`src/rtl/cpu_pkg.sv`:
```
// rtl/cpu_pkg.sv - shared widths and grant FSM encoding for the request encoder/decoder pair
package cpu_pkg;

    localparam int REQ_W = 8;
    localparam int IDX_W = 3;

    localparam logic ST_IDLE    = 1'b0;
    localparam logic ST_PRESENT = 1'b1;

    typedef enum logic {
        S_IDLE    = ST_IDLE,
        S_PRESENT = ST_PRESENT
    } grant_state_e;

endpackage

```
`src/rtl/priority_enc_8to3.sv`:
```
// rtl/priority_enc_8to3.sv - combinational 8-to-3 encoder, highest set bit wins
module priority_enc_8to3
    import cpu_pkg::*;
(
    input  logic [REQ_W-1:0] vec,
    output logic [IDX_W-1:0] idx,
    output logic             any
);

    // Scan upward so the highest set bit is the last (and winning) assignment.
    always_comb begin
        idx = '0;
        any = 1'b0;
        for (int i = 0; i < REQ_W; i++) begin
            if (vec[i]) begin
                idx = i[IDX_W-1:0];
                any = 1'b1;
            end
        end
    end

endmodule

```
`src/rtl/irq_priority_encoder.sv`:
```
// rtl/irq_priority_encoder.sv - latched request lines, registered priority grant with valid/ack
module irq_priority_encoder
    import cpu_pkg::*;
#(
    parameter int EDGE_DETECT = 1
)
(
    input  logic             clk,
    input  logic             rst,
    input  logic             enable,
    input  logic [REQ_W-1:0] in,
    input  logic             ack,
    output logic [IDX_W-1:0] out,
    output logic             valid,
    output logic [REQ_W-1:0] pending
);

    grant_state_e     state_q, state_d;
    logic [REQ_W-1:0] pending_q, pending_d;
    logic [REQ_W-1:0] in_d_q, in_d_d;
    logic [IDX_W-1:0] out_q, out_d;
    logic             valid_q, valid_d;
    logic [REQ_W-1:0] set_vec;
    logic [IDX_W-1:0] enc_idx;
    logic             enc_any;

    priority_enc_8to3 u_enc (
        .vec (pending_q),
        .idx (enc_idx),
        .any (enc_any)
    );

    // Request capture: clear the acknowledged bit first, then OR in new sets so a
    // request arriving in the same cycle as its ack is re-pended rather than lost.
    always_comb begin
        in_d_d = in;
        if (enable) begin
            set_vec = (EDGE_DETECT != 0) ? (in & ~in_d_q) : in;
        end else begin
            set_vec = '0;
        end
        pending_d = pending_q;
        if (state_q == S_PRESENT && ack) begin
            pending_d[out_q] = 1'b0;
        end
        pending_d = pending_d | set_vec;
    end

    // Grant FSM: out is only loaded on IDLE->PRESENT and held otherwise.
    always_comb begin
        state_d = state_q;
        out_d   = out_q;
        valid_d = valid_q;
        case (state_q)
            S_IDLE: begin
                valid_d = 1'b0;
                if (enable && enc_any) begin
                    out_d   = enc_idx;
                    valid_d = 1'b1;
                    state_d = S_PRESENT;
                end
            end
            S_PRESENT: begin
                valid_d = 1'b1;
                if (ack) begin
                    valid_d = 1'b0;
                    state_d = S_IDLE;
                end
            end
            default: begin
                valid_d = 1'b0;
                state_d = S_IDLE;
            end
        endcase
    end

    // State and output registers with asynchronous reset.
    always_ff @(posedge clk or posedge rst) begin
        if (rst) begin
            state_q   <= S_IDLE;
            pending_q <= '0;
            in_d_q    <= '0;
            out_q     <= '0;
            valid_q   <= 1'b0;
        end else begin
            state_q   <= state_d;
            pending_q <= pending_d;
            in_d_q    <= in_d_d;
            out_q     <= out_d;
            valid_q   <= valid_d;
        end
    end

    assign out     = out_q;
    assign valid   = valid_q;
    assign pending = pending_q;

endmodule

```
`config.mk`:
```
export PLATFORM = sky130hd
export DESIGN_NAME = irq_priority_encoder
export DESIGN_NICKNAME = d
export VERILOG_FILES = /design/src/rtl/cpu_pkg.sv /design/src/rtl/priority_enc_8to3.sv /design/src/rtl/irq_priority_encoder.sv
export SDC_FILE = /design/constraint.sdc
export NUM_CORES = 1
export LEC_CHECK = 0
export CORE_UTILIZATION = 44
export CTS_CLUSTER_DIAMETER = 60
export CTS_CLUSTER_SIZE = 30
export DETAILED_ROUTE_END_ITERATION = 7
export GPL_TIMING_DRIVEN = 0
export PLACE_DENSITY = 0.75
export SLEW_MARGIN = 10
export SYNTH_ARGS = -nofsm -noshare
export SYNTH_HDL_FRONTEND = slang
export SYNTH_HIERARCHICAL = 1
export SYNTH_SLANG_ARGS = --single-unit
```
`constraint.sdc`:
```
create_clock -name clk -period 1.58 [get_ports clk]
set_clock_uncertainty 0.15 [all_clocks]
set_input_delay 0.237 -clock clk [delete_from_list [all_inputs] [get_ports clk]]
set_output_delay 0.237 -clock clk [all_outputs]
set_load 0.01 [all_outputs]
```
==> key figures <==
Clocking
  • Clk Latency, worst-skew pair: 310 ps
  • CTS tree: built
  • H-tree levels: 1
  • Root buffer cell: clkbuf_4
  • CTS Buf Count: 3
  • Cts-stage hold buffer count: 0
  • Max clock buf depth: 2
  • Clock Sinks: 20
  • Worst-path clk slew: 110 ps

Pwr
  • P_int: 0.00113 W
  • Pleak: 0.482 nW
  • Sequential share of power: 0.400
  • Sw Ratio: 0.287
  • Net Switching: 0.000455 W
  • PD cells: 1320 mW/mm^2
  • Clk pwr share: 0.260
  • Max VDD drop: 0.000858 V
  • Gate power share: 0.340

Placed design
  • Port bufs: 22
  • Detail Placement HPWL: 1000 um
  • GP Congestion: 0.729

Yosys
  • Yosys Warn Count: 6
  • Synth unique cells: 16
  • Cells after Synth: 69
  • Syn Nets: 81
  • Yosys top cell area share: 0.621
  • Post-synth top area cell: dfrtp_1
  • Mean area per synthesized cell: 11.7 um^2
  • Post-synthesis register bit count: 20
  • Synth top area cells: dfrtp_1, nand3b_1, mux2_4, o21ai_0, nand2_1
  • Cell area after synthesis: 806 um^2
  • Post-synthesis sequential area ratio: 0.621

Routing
  • Vias per inst: 4.83
  • Antenna Violating Nets Remaining: 0
  • Via count: 637
  • Final WL: 1690 um
  • Iteration-0 DRC Markers: 5
  • Residual DRC: 0
  • WL per Instance: 12.8 um
  • Drt pass-1 iters: 4

Die
  • Row count: 15
  • Io pins: 24
  • Die Footprint: 0.00201 mm^2
  • Initial Util: 0.467
  • Die width: 44.8 um
  • Area of the core: 0.00173 mm^2
  • Die Height: 44.8 um

Worst setup path
  • Worst-path maximum fanout: 4
  • Worst r2r src: pending[5]
  • R2R cell count: 5
  • FF-to-FF setup slack: 60 ps
  • CP Data Arrival Time: 1570 ps
  • Worst R2R End: out[0]
  • Setup Crit Path Kind: flop to flop
  • Endpoint class of the critical path: flop
  • Required time worst endpoint: 1630 ps
  • Crit path launch type: flop

Global route
  • Total track usage: 0.196
  • GRT overflow: 0
  • Largest net degree at the start of global routing: 21
  • Initial antenna violation count: 0
  • First-pass GRT wire length: 2680 um
  • Vias in the first global route: 599

Timing
  • Final setup fails: 0
  • Slew @ Worst Pin: 742 ps
  • Max Slew Vio Count: 0
  • Final Hold Viols: 0
  • RSZ-0062 raised after global routing: false
  • Tcrit/Tclk final: 0.965
  • Setup TNS: 0 ps
  • Slew margin rel.: 0.505
  • Fin crit period: 1520 ps
  • Max Freq: 656 MHz

Status
  • Outcome: finished clean

Layout
  • Layout area overhead: 49.4%
  • Antenna Cells: 0
  • Number of fillers in the final layout: 139
  • Share of cells above drive strength 1: 0.252
  • Final core utilization: 0.697
  • Layout net count: 120

Min path
  • Hold depth: 3
  • Hold worst-path end: pending[2]
  • HP Start: enable
  • Worst min-delay path category: input port to flop

Run
  • Max-cap violations: 0
-- power groups by stage --
stage	clock network, W	registers (W)	logic [W]
after floorplan	0	0.000713	0.000163
after global placement	0	0.000690	0.000391
after detailed placement	0	0.000692	0.000398
after CTS	0.000421	0.000632	0.000511
after global routing	0.000444	0.000645	0.000588
final	0.000413	0.000635	0.000539
-- stage by stage --
stage | cell area, um^2 | instances | setup WS (ps) | total power [W] | hold slack [ps]
3_3_place_gp | 1060 | 116 | 100 | 0.00108 | 267
6_report | 1200 | 132 | 55.2 | 0.00159 | 39.7
5_1_grt | 1200 | 132 | 0.578 | 0.00168 | 39.7
2_1_floorplan | 806 | 69 | 140 | 0.000876 | 50.8
4_1_cts | 1190 | 132 | 0.295 | 0.00156 | 38.2
3_5_place_dp | 1060 | 116 | 86.6 | 0.00109 | 285
-- logic make-up after synthesis --
| group | share of synthesized area |
|---|---|
| AO/OA/AOI/OAI | 0.0994 |
| AND/OR/NAND/NOR | 0.191 |
| multiplexers | 0.0559 |
| buffers and inverters | 0.0326 |
| flip-flops | 0.621 |
-- metal layers --
layer	GRT usage	vias to the layer above	share of wire
met3	0.0800	6	0.063
met4	0.103	0	0.030
met1	0.247	293	0.42
met5	0	-	0
met2	0.288	20	0.49
li1	-	318	-
-- cells in the final DEF, fill, tap and decap left out, types with 2 or more instances in the layout --
cell type	netlist	final
clkdlybuf4s50_1	0	10
o21ai_0	8	8
buf_4	0	12
nand2_1	10	10
o31ai_1	4	4
mux2_4	3	3
a21oi_1	2	2
nor2_2	0	2
dfrtp_1	20	18
dfrtp_2	0	2
inv_1	2	2
nand2b_1	2	2
dlygate4sd2_1	0	11
nand3b_1	8	8
clkbuf_4	0	3
-- synth_stat cells --
library cell / number
a21oi_1: 2
buf_6: 1
clkinv_1: 1
dfrtp_1: 20
inv_1: 2
inv_2: 1
mux2_4: 3
nand2_1: 10
nand2b_1: 2
nand3_1: 1
nand3_4: 1
nand3b_1: 8
nand4_1: 1
nor2_1: 4
o21ai_0: 8
o31ai_1: 4
-- what timing repair did --
| item | 4_1_cts | 5_1_grt |
|---|---|---|
| setup buffers | 12 | 0 |
| endpoints found under the setup margin | 12 | 4 |
| gates resized for setup | 14 | 4 |
| pin swaps | 0 | 2 |
-- state kept, by name, indices dropped and copies added, names as in the netlist --
register and flops:
in_d_q 8, out 3, pending 8, valid 1
-- area by class of cell --
class | count | area [um^2] | area share
Buffer | 1 | 11.3 | 0.00936
Clock buffer | 3 | 22.5 | 0.0187
Clock inverter | 1 | 30.0 | 0.0249
Inverter | 4 | 15.0 | 0.0125
Multi-Input combinational cell | 44 | 292 | 0.242
Sequential cell | 20 | 503 | 0.418
Tap cell | 25 | 31.3 | 0.0260
Timing Repair Buffer | 34 | 299 | 0.248
-- how the worst max path moves through the flow --
stage                     startpoint          to  slack [ps]  cells after the start
after floorplan           pending[6]      out[0]         140                      4
after global placement           ack  pending[0]         100                      4
after detailed placement         ack  pending[6]          90                      4
after CTS                 pending[1]  pending[1]         0.3                      1
after global routing      pending[6]      out[0]         0.6                      5
final                     pending[5]      out[0]          60                      5
-- critical path, cell delays in order, from the launching register on --
cell and delay, ps:
dfrtp_1 400, buf_4 150, nor2_2 110, nand4_1 160, nand3_4 130, mux2_4 300
Note: power is estimated with default switching activity, not from simulation.
